===== src/rtl/rv_dmem_mmio_if.sv =====
// Core data-memory bus plus trace drain handshake between the core/bench and rv_dmem_mmio.
interface rv_dmem_mmio_if #(
  parameter int DPWIDTH = 32
);
  logic [DPWIDTH-1:0] dmem_addr;
  logic [DPWIDTH-1:0] dmem_dataout;
  logic               memrw;
  logic [DPWIDTH-1:0] dmem_datain;
  logic               trace_valid;
  logic               trace_ready;
  logic [DPWIDTH-1:0] trace_addr;
  logic [DPWIDTH-1:0] trace_data;

  modport master (
    output dmem_addr, dmem_dataout, memrw, trace_ready,
    input  dmem_datain, trace_valid, trace_addr, trace_data
  );

  modport slave (
    input  dmem_addr, dmem_dataout, memrw, trace_ready,
    output dmem_datain, trace_valid, trace_addr, trace_data
  );
endinterface


===== src/rtl/rv_dmem_mmio.sv =====
// Data-memory bridge: decodes core accesses to RAM or MMIO (done, cycle count, store count)
// and queues every accepted RAM store in a show-ahead trace FIFO.
module rv_dmem_mmio #(
  parameter int                 DPWIDTH      = 32,
  parameter int                 LOGDMEM_SIZE = 10,
  parameter logic [DPWIDTH-1:0] DONE_ADDR    = 32'h0000FFFF,
  parameter logic [DPWIDTH-1:0] DONE_DATA    = 32'h0000DEAD,
  parameter logic [DPWIDTH-1:0] CYCLE_ADDR   = 32'h0000FFF0,
  parameter logic [DPWIDTH-1:0] STCNT_ADDR   = 32'h0000FFF4,
  parameter int                 LOG_DEPTH    = 3
) (
  input  logic                    clk,
  input  logic                    rst,
  rv_dmem_mmio_if.slave           io_bus,
  output logic [LOGDMEM_SIZE-1:0] o_ram_addr,
  output logic [DPWIDTH-1:0]      o_ram_wdata,
  output logic                    o_ram_we,
  input  logic [DPWIDTH-1:0]      i_ram_rdata,
  output logic                    o_done,
  output logic                    o_misalign,
  output logic                    o_trace_overflow
);

  localparam int                 DEPTH    = 1 << LOG_DEPTH;
  localparam logic [LOG_DEPTH:0] FULL_CNT = (LOG_DEPTH + 1)'(DEPTH);

  logic                 r_done;
  logic                 r_misalign;
  logic                 r_overflow;
  logic [DPWIDTH-1:0]   r_cycle_cnt;
  logic [DPWIDTH-1:0]   r_store_cnt;
  logic [LOG_DEPTH-1:0] r_wptr;
  logic [LOG_DEPTH-1:0] r_rptr;
  logic [LOG_DEPTH:0]   r_count;
  logic [DPWIDTH-1:0]   r_fifo_addr [DEPTH];
  logic [DPWIDTH-1:0]   r_fifo_data [DEPTH];

  logic w_sel_done, w_sel_cycle, w_sel_stcnt, w_is_ram;
  logic w_accept, w_ram_we, w_set_done, w_misaligned;
  logic w_full, w_valid, w_pop, w_do_push, w_drop;

  // Address decode: only the three exact MMIO addresses leave the RAM region.
  assign w_sel_done  = (io_bus.dmem_addr == DONE_ADDR);
  assign w_sel_cycle = (io_bus.dmem_addr == CYCLE_ADDR);
  assign w_sel_stcnt = (io_bus.dmem_addr == STCNT_ADDR);
  assign w_is_ram    = ~(w_sel_done | w_sel_cycle | w_sel_stcnt);

  assign w_accept     = io_bus.memrw & ~r_done;
  assign w_ram_we     = w_accept & w_is_ram;
  assign w_set_done   = w_accept & w_sel_done & (io_bus.dmem_dataout == DONE_DATA);
  assign w_misaligned = (io_bus.memrw | w_is_ram) & (|io_bus.dmem_addr[1:0]);

  assign o_ram_addr  = io_bus.dmem_addr[LOGDMEM_SIZE+1:2];
  assign o_ram_wdata = io_bus.dmem_dataout;
  assign o_ram_we    = w_ram_we;

  // NOTE: every signal written in always_comb gets a default first so no latch is inferred.
  always_comb begin
    io_bus.dmem_datain = i_ram_rdata;
    if (w_sel_cycle)      io_bus.dmem_datain = r_cycle_cnt;
    else if (w_sel_stcnt) io_bus.dmem_datain = r_store_cnt;
    else if (w_sel_done)  io_bus.dmem_datain = {{(DPWIDTH-1){1'b0}}, r_done};
  end

  // NOTE: sequential state uses non-blocking assignments so every register samples pre-edge values.
  always_ff @(posedge clk) begin
    if (!rst) begin
      r_done      <= 1'b0;
      r_misalign  <= 1'b0;
      r_cycle_cnt <= '0;
      r_store_cnt <= '0;
    end else begin
      if (w_set_done) r_done <= 1'b1;
      if (w_misaligned) r_misalign <= 1'b1;
      if (!r_done) r_cycle_cnt <= r_cycle_cnt + DPWIDTH'(1);
      if (w_ram_we) r_store_cnt <= r_store_cnt + DPWIDTH'(1);
    end
  end

  // Trace FIFO: a push into a full FIFO is kept only when the head pops in the same cycle.
  assign w_full    = (r_count == FULL_CNT);
  assign w_valid   = (r_count != '0);
  assign w_pop     = w_valid & io_bus.trace_ready;
  assign w_do_push = w_ram_we & (~w_full | w_pop);
  assign w_drop    = w_ram_we & w_full & ~w_pop;

  always_ff @(posedge clk) begin
    if (!rst) begin
      r_wptr     <= '0;
      r_rptr     <= '0;
      r_count    <= '0;
      r_overflow <= 1'b0;
    end else begin
      if (w_do_push) r_wptr <= r_wptr + LOG_DEPTH'(1);
      if (w_pop)     r_rptr <= r_rptr + LOG_DEPTH'(1);
      if (w_drop)    r_overflow <= 1'b1;
      case ({w_do_push, w_pop})
        2'b10:   r_count <= r_count + (LOG_DEPTH + 1)'(1);
        2'b01:   r_count <= r_count - (LOG_DEPTH + 1)'(1);
        default: r_count <= r_count;
      endcase
    end
  end

  // NOTE: storage arrays carry no reset; the occupancy count alone decides what is valid.
  always_ff @(posedge clk) begin
    if (w_do_push) begin
      r_fifo_addr[r_wptr] <= io_bus.dmem_addr;
      r_fifo_data[r_wptr] <= io_bus.dmem_dataout;
    end
  end

  assign io_bus.trace_valid = w_valid;
  assign io_bus.trace_addr  = r_fifo_addr[r_rptr];
  assign io_bus.trace_data  = r_fifo_data[r_rptr];

  assign o_done           = r_done;
  assign o_misalign       = r_misalign;
  assign o_trace_overflow = r_overflow;

endmodule


===== src/flat_wrapper.sv =====
// flat-port wrapper written by rule: the top's interface ports become plain ports
module rv_dmem_mmio_flat 
#(
  parameter int                 DPWIDTH      = 32,
  parameter int                 LOGDMEM_SIZE = 10,
  parameter logic [DPWIDTH-1:0] DONE_ADDR    = 32'h0000FFFF,
  parameter logic [DPWIDTH-1:0] DONE_DATA    = 32'h0000DEAD,
  parameter logic [DPWIDTH-1:0] CYCLE_ADDR   = 32'h0000FFF0,
  parameter logic [DPWIDTH-1:0] STCNT_ADDR   = 32'h0000FFF4,
  parameter int                 LOG_DEPTH    = 3
)
  (clk, rst, o_ram_addr, o_ram_wdata, o_ram_we, i_ram_rdata, o_done, o_misalign, o_trace_overflow, io_bus_dmem_addr, io_bus_dmem_dataout, io_bus_memrw, io_bus_trace_ready, io_bus_dmem_datain, io_bus_trace_valid, io_bus_trace_addr, io_bus_trace_data);
  rv_dmem_mmio_if #(.DPWIDTH(DPWIDTH)) io_bus_i ();
  input  logic clk;
  input  logic rst;
  output logic [LOGDMEM_SIZE-1:0] o_ram_addr;
  output logic [DPWIDTH-1:0] o_ram_wdata;
  output logic o_ram_we;
  input  logic [DPWIDTH-1:0] i_ram_rdata;
  output logic o_done;
  output logic o_misalign;
  output logic o_trace_overflow;
  input wire logic [$bits(io_bus_i.dmem_addr)-1:0] io_bus_dmem_addr;
  input wire logic [$bits(io_bus_i.dmem_dataout)-1:0] io_bus_dmem_dataout;
  input wire logic [$bits(io_bus_i.memrw)-1:0] io_bus_memrw;
  input wire logic [$bits(io_bus_i.trace_ready)-1:0] io_bus_trace_ready;
  output wire logic [$bits(io_bus_i.dmem_datain)-1:0] io_bus_dmem_datain;
  output wire logic [$bits(io_bus_i.trace_valid)-1:0] io_bus_trace_valid;
  output wire logic [$bits(io_bus_i.trace_addr)-1:0] io_bus_trace_addr;
  output wire logic [$bits(io_bus_i.trace_data)-1:0] io_bus_trace_data;
  assign io_bus_i.dmem_addr = io_bus_dmem_addr;
  assign io_bus_i.dmem_dataout = io_bus_dmem_dataout;
  assign io_bus_i.memrw = io_bus_memrw;
  assign io_bus_i.trace_ready = io_bus_trace_ready;
  assign io_bus_dmem_datain = io_bus_i.dmem_datain;
  assign io_bus_trace_valid = io_bus_i.trace_valid;
  assign io_bus_trace_addr = io_bus_i.trace_addr;
  assign io_bus_trace_data = io_bus_i.trace_data;
  rv_dmem_mmio #(.DPWIDTH(DPWIDTH), .LOGDMEM_SIZE(LOGDMEM_SIZE), .DONE_ADDR(DONE_ADDR), .DONE_DATA(DONE_DATA), .CYCLE_ADDR(CYCLE_ADDR), .STCNT_ADDR(STCNT_ADDR), .LOG_DEPTH(LOG_DEPTH)) u_core (.clk(clk), .rst(rst), .io_bus(io_bus_i), .o_ram_addr(o_ram_addr), .o_ram_wdata(o_ram_wdata), .o_ram_we(o_ram_we), .i_ram_rdata(i_ram_rdata), .o_done(o_done), .o_misalign(o_misalign), .o_trace_overflow(o_trace_overflow));
endmodule

===== config.mk =====
export PLATFORM = sky130hd
export DESIGN_NAME = rv_dmem_mmio_flat
export DESIGN_NICKNAME = d
export VERILOG_FILES = /design/src/rtl/rv_dmem_mmio_if.sv /design/src/rtl/rv_dmem_mmio.sv /design/src/flat_wrapper.sv
export SDC_FILE = /design/constraint.sdc
export NUM_CORES = 1
export LEC_CHECK = 0
export CORE_MARGIN = 1
export CORE_UTILIZATION = 30
export CTS_CLUSTER_SIZE = 20
export DETAILED_ROUTE_END_ITERATION = 8
export DONT_BUFFER_PORTS = 1
export PLACE_DENSITY_LB_ADDON = 0.08
export SLEW_MARGIN = 30
export SYNTH_ARGS = -nofsm -noshare
export SYNTH_HDL_FRONTEND = slang
export SYNTH_SLANG_ARGS = --single-unit

===== constraint.sdc =====
create_clock -name clk -period 9.4 [get_ports clk]
set_clock_uncertainty 0.2 [all_clocks]
set_input_delay 0.47 -clock clk [delete_from_list [all_inputs] [get_ports clk]]
set_output_delay 0.47 -clock clk [all_outputs]
set_load 0.005 [all_outputs]

# --- Yosys cells after proc, flatten, opt, wreduce, memory -nomap -nowiden ---
# Memory sizes are Yosys's and may differ from the RTL's. A register that Yosys moved wholly into a read port is not among the register bits.
# Cells that the tools add are included.
totals:
  n_memories: 2
  ff_bits: 77
  in_bits: 100
  ramBits: 512
op_classes:
  reduce_logical: 3
  n_eq_ne: 7
  n_mux: 10
  n_addsub: 6
  bitwise: 17
memory_table:
  columns: ["name", "depth", "width", "rd", "rd_ports_with_merged_regs", "wr", "line_no", "source"]
  rows:
  - ["u_core.r_fifo_addr", 8, 32, 1, 1, 1, "rv_dmem_mmio.sv:35", "logic [DPWIDTH-1:0] r_fifo_addr [DEPTH];"]
  - ["u_core.r_fifo_data", 8, 32, 1, 1, 1, "rv_dmem_mmio.sv:36", "logic [DPWIDTH-1:0] r_fifo_data [DEPTH];"]
ops:
  columns: ["operator", "n"]
  rows:
  - ["== test 32 x 16 -> 1 bit (second input constant)", 4]
  - ["2-to-1 mux 32 bit", 3]
  - ["adder 32 x 1 -> 32 bit (second input constant)", 2]
  - ["2-to-1 mux 3 bit", 4]
  - ["bitwise AND 1 bit", 9]
  - ["one-hot mux 4 bit (2 select lines)", 1]
  - ["adder 3 x 1 -> 3 bit (second input constant)", 2]
  - ["adder 4 x 1 -> 4 bit (second input constant)", 1]
  - ["== test 4 bit (second input constant)", 1]
  - ["inverter 1 bit", 4]
  - ["OR 1 bit", 4]
  - ["nonzero test 4 bit", 1]
  - ["subtractor 4 x 1 -> 4 bit (second input constant)", 1]
  - ["== test 2 x 1 -> 1 bit (second input constant)", 1]
  - ["== test 2 bit (second input constant)", 1]
  - ["2-to-1 mux 1 bit", 2]
  - ["nonzero test 2 bit", 1]
  - ["OR reduction 2 bit", 1]

# --- Logic depth before layout (Yosys ltp) ---
depth:
  word_depth: 8
  mapped_depth: 12

# --- Worst setup path after synthesis ---
# Ideal clock, no wire load.
synth_timing:
  path_kind: "input port to flip-flop"
  from: "input port io_bus_dmem_addr[0]"
  to: "memory u_core.r_fifo_addr[0][0], enable pin"
  required_time_ns: 8.635
  arrival_ns: 5.945
  n_path_buf: 1
  path_stages: 6
  setup_time_ns: 0.565
  setup_slack_ns: 2.690
  cell_sequence: "or3_1 clkbuf_1 and2_2 o31ai_4 or3_2 nor3_1"
synth_between:
  elab_chain_len: 8
synth_lines:
  columns: ["item", "line_no", "source"]
  rows:
  - ["start, declared", "flat_wrapper.sv:23", "input wire logic [$bits(io_bus_i.dmem_addr)-1:0] io_bus_dmem_addr;"]
  - ["== test 32 x 16 -> 1 bit (on tied branches)", "rv_dmem_mmio.sv:43, rv_dmem_mmio.sv:44", null]
  - ["OR 1 bit", "rv_dmem_mmio.sv:46", "assign w_is_ram = ~(w_sel_done | w_sel_cycle | w_sel_stcnt);"]
  - ["OR 1 bit *", "rv_dmem_mmio.sv:46", null]
  - ["inverter 1 bit *", "rv_dmem_mmio.sv:46", null]
  - ["bitwise AND 1 bit *", "rv_dmem_mmio.sv:49", "assign w_ram_we = w_accept & w_is_ram;"]
  - ["bitwise AND 1 bit *", "rv_dmem_mmio.sv:84", "assign w_do_push = w_ram_we & (~w_full | w_pop);"]
  - ["2-to-1 mux 1 bit *", "rv_dmem_mmio.sv:107", "if (w_do_push) begin"]
  - ["2-to-1 mux 1 bit (not written as such) *", "rv_dmem_mmio.sv:108", "r_fifo_addr[r_wptr] <= io_bus.dmem_addr;"]
  - ["end, declared", "rv_dmem_mmio.sv:35", null]
# Mark *: on every way between the ends. The rest lies on a longest branch, timed or not.

# --- Worst setup path in the final report ---
layout_timing:
  from: "register u_core.r_done, in the netlist u_core.o_done"
  to: "memory u_core.r_fifo_data[7][22], enable pin"
layout_between:
  elab_chain_len: 6
layout_lines:
  columns: ["item", "line_no", "source"]
  rows:
  - ["start, declared", "rv_dmem_mmio.sv:27", "logic r_done;"]
  - ["start signal, assigned", "rv_dmem_mmio.sv:68", "r_done <= 1'b0;"]
  - ["start signal, assigned", "rv_dmem_mmio.sv:73", "if (w_set_done) r_done <= 1'b1;"]
  - ["inverter 1 bit", "rv_dmem_mmio.sv:48", "assign w_accept = io_bus.memrw & ~r_done;"]
  - ["bitwise AND 1 bit", "rv_dmem_mmio.sv:48", null]
  - ["bitwise AND 1 bit", "rv_dmem_mmio.sv:49", null]
  - ["via o_ram_we", "flat_wrapper.sv:18", "output logic o_ram_we;"]
  - ["bitwise AND 1 bit", "rv_dmem_mmio.sv:84", null]
  - ["2-to-1 mux 1 bit", "rv_dmem_mmio.sv:107", null]
  - ["2-to-1 mux 1 bit (not written as such)", "rv_dmem_mmio.sv:109", "r_fifo_data[r_wptr] <= io_bus.dmem_dataout;"]
  - ["end, declared", "rv_dmem_mmio.sv:36", null]
# The timed path passes the listed nets, and every way through them passes these cells.

==> flow_metrics.env <==
export IMPL_status="finished, final reports clean"
export IMPL_netlist_area_um2=24000
export IMPL_die_w_um=285
export IMPL_antenna_found_initial=4
export IMPL_crit_path_end_kind="flip-flop"
export IMPL_synth_top_cells_by_area="edfxtp_1 64%, mux4_2 12%, dfxtp_1 6.7%"
export IMPL_vias=12500
export IMPL_clkTransAtPathRegs_ns=0.06
export IMPL_start_util=0.304
export IMPL_track_usage=0.155
export IMPL_grt_pass1_wl_mm=92.2
export IMPL_nNetsFinal=1505
export IMPL_drtAntennaViolNets=0
export IMPL_finalSetupTns_ns=0
export IMPL_core_region_area_um2=79100
export IMPL_cts_root_buffer="clkbuf_16"
export IMPL_path_cells="nor2b_1, o31ai_4, inv_2, nand3_1, nor2_4, buf_4"
export IMPL_synthFlopType="edfxtp_1"
export IMPL_reg2reg_depth=6
export IMPL_timing_fmax_mhz=259
export IMPL_netlist_instances=1345
export IMPL_grt_setup_unrepaired="false"
export IMPL_synth_edf_count=512
export IMPL_seqCellArea_um2=17000
export IMPL_worst_pin_slew_ns=0.944
export IMPL_drt_wl_total_mm=63.2
export IMPL_synth_distinct_cells=61
export IMPL_syn_num_nets=1450
export IMPL_min_period_ns=3.87
export IMPL_clk_latency_ns=0.60
export IMPL_port_buffers=0
export IMPL_die_height_um=285
export IMPL_ys_ff_latch=592
export IMPL_setup_violations=0
export IMPL_power_total_uw=6130
export IMPL_slew_headroom=0.370
export IMPL_ios=243
export IMPL_critical_path_arrival_ns=3.88
export IMPL_multi_input_area_um2=6310
export IMPL_syn_avg_cell_area_um2=17.9
export IMPL_synthTopCellsByCount="512 x edfxtp_1, 128 x mux4_2, 80 x dfxtp_1, 65 x mux2_2, 49 x inv_1"
export IMPL_max_cap_violations=0
export IMPL_rows=103
export IMPL_r2r_start="u_core.o_done"
export IMPL_place_hpwl_mm=35.5
export IMPL_grt_pass1_vias=13100
export IMPL_dieArea_um2=81200
export IMPL_synth_top_area_frac=0.640
export IMPL_firstDrtPassIters=6
export IMPL_yosysWarnings=0
export IMPL_routedWlPerCell_um=25.3
export IMPL_rrSetupSlack_ns=5.53
export IMPL_crit_required_ns=9.42
export IMPL_cts_made_buffers=71
export IMPL_whs_ns=0.0759
export IMPL_yosysMostFrequentCell="edfxtp_1"
export IMPL_ys_seq_area_frac=0.707
export IMPL_critPathCapture="u_core.r_fifo_data[7][22]"
export IMPL_crit_path_start="u_core.o_done"
export IMPL_routed_via_density=5.00
export IMPL_fillers=7544
export IMPL_grt_ovfl_total=0
export IMPL_path_class="flip-flop to flip-flop"
export IMPL_cellPowerDensity_nw_per_um2=220
export IMPL_critPathMaxStageDelay_ns=0.76
export IMPL_area_delta_synth_final_pct=16.0
export IMPL_maxSlewViolCount=0
export IMPL_cts_tree="done"
export IMPL_drc=0
export IMPL_cp_start_kind="flip-flop"
export IMPL_drive_above_1_share=0.234
export IMPL_fin_crit_sh=0.412
export IMPL_drt_initial_drc_count=767
export IMPL_p_leak_uw=0.00858
export IMPL_min_path_type="input port to flip-flop"
export IMPL_synth_top_cell_by_area="edfxtp_1"
export IMPL_slowest_stage="buf_4"
export IMPL_h_tree_depth=3
export IMPL_cts_sinks=592
export IMPL_crit_fanout=46
export IMPL_ys_async_sr_fraction=0
export IMPL_place_congestion=0.699
export IMPL_grt_start_max_net_pins=60
export IMPL_r2r_end="u_core.r_fifo_data[7][22]"
export IMPL_cts_buffer_depth=3
export IMPL_vdd_drop_max_v=0.000128
export IMPL_final_hold_viol_count=0
## cells by family after synthesis
family                   count (synthesis)  share of synthesized area
flip-flops                             592                      0.707
adder cells (fa/ha/maj)                  5                    0.00260
AO/OA/AOI/OAI                          126                     0.0377
multiplexers                           201                      0.154
buffers and inverters                  163                     0.0335
AND/OR/NAND/NOR                        227                     0.0542
XOR/XNOR                                31                     0.0113
## cell usage in the layout (no fill, tap or decap), drive strengths merged, types with 16 or more instances in the layout
cell type,n
clkbuf,89
xnor2,22
edfxtp,512
inv,57
mux4,128
a21oi,36
mux2,65
a222oi,31
nor4,16
clkinv,27
dlygate4sd3,67
nand2,31
buf,27
or3,19
nor2,45
o21ai,23
nand3,25
dfxtp,80
## area by class of cell
type	instances	share of cell area
flip-flops and latches	592	0.610
diodes	1	0.0000898
clock inverters	34	0.00835
well taps	1050	0.0472
clock buffers	89	0.0673
multi-input cells	590	0.227
inverters	51	0.00687
repair buffers	94	0.0339
## worst max-delay path: cells and delay by family, from the launching register on
kind	cells	cell delay (ns)
buf+inv	2	1.08
flops	1	0.49
simple gates	3	1.46
compound gates	1	0.20
## registers in the layout (all words and copies together), names as in the netlist, named ones only
register and cells:
u_core.r_fifo_addr 256, u_core.r_wptr 3, u_core.r_store_cnt 32, u_core.r_cycle_cnt 32, u_core.o_misalign 1, u_core.r_count 4
u_core.r_rptr 3, u_core.o_trace_overflow 1, u_core.o_done 1, u_core.r_fifo_data 256
## metrics by stage
step,cells,utilization,cell area (µm²),setup WS (ns)
2_1_floorplan,1345,-,24000,2.69
3_3_place_gp,2307,0.316,25000,5.18
3_5_place_dp,2308,0.316,25000,5.15
4_1_cts,2498,0.351,27800,5.25
5_1_grt,2501,0.352,27900,5.26
6_report,2501,0.352,27900,5.53
## where the power goes
part	total [µW]	switching (µW)	internal, µW
Clock	2530	1080	1450
Sequential	2950	35.8	2910
Combinational	658	334	324
Total	6130	1450	4680
## routing by layer
metal / global-route usage / up-vias / wire length (µm)
met5: 0 / - / 13
met4: 0.0480 / 2 / 1280
met3: 0.0326 / 82 / 3300
met2: 0.257 / 344 / 30800
met1: 0.204 / 6559 / 27800
li1: - / 5530 / -
## worst min-delay path by stage
| stage | end | from | depth (start not counted) |
|---|---|---|---|
| floorplan | u_core.r_store_cnt[31] | u_core.r_store_cnt[31] | 2 |
| global route | u_core.o_done | io_bus_dmem_dataout[28] | 4 |
| CTS | u_core.r_wptr[1] | io_bus_trace_ready | 3 |
| global placement | flip-flop | u_core.r_rptr[2] | 2 |
| detailed placement | flip-flop | u_core.r_rptr[2] | 2 |
| finish | u_core.o_done | io_bus_dmem_dataout[28] | 4 |
## what timing repair did
item,4_1_cts,5_1_grt
hold endpoints to repair,525,0
hold buffers,67,0
endpoints found under the setup margin,0,0
buffers inserted,0,0
gates resized for setup,0,0
No activity file was read; power rests on OpenSTA's default activity.
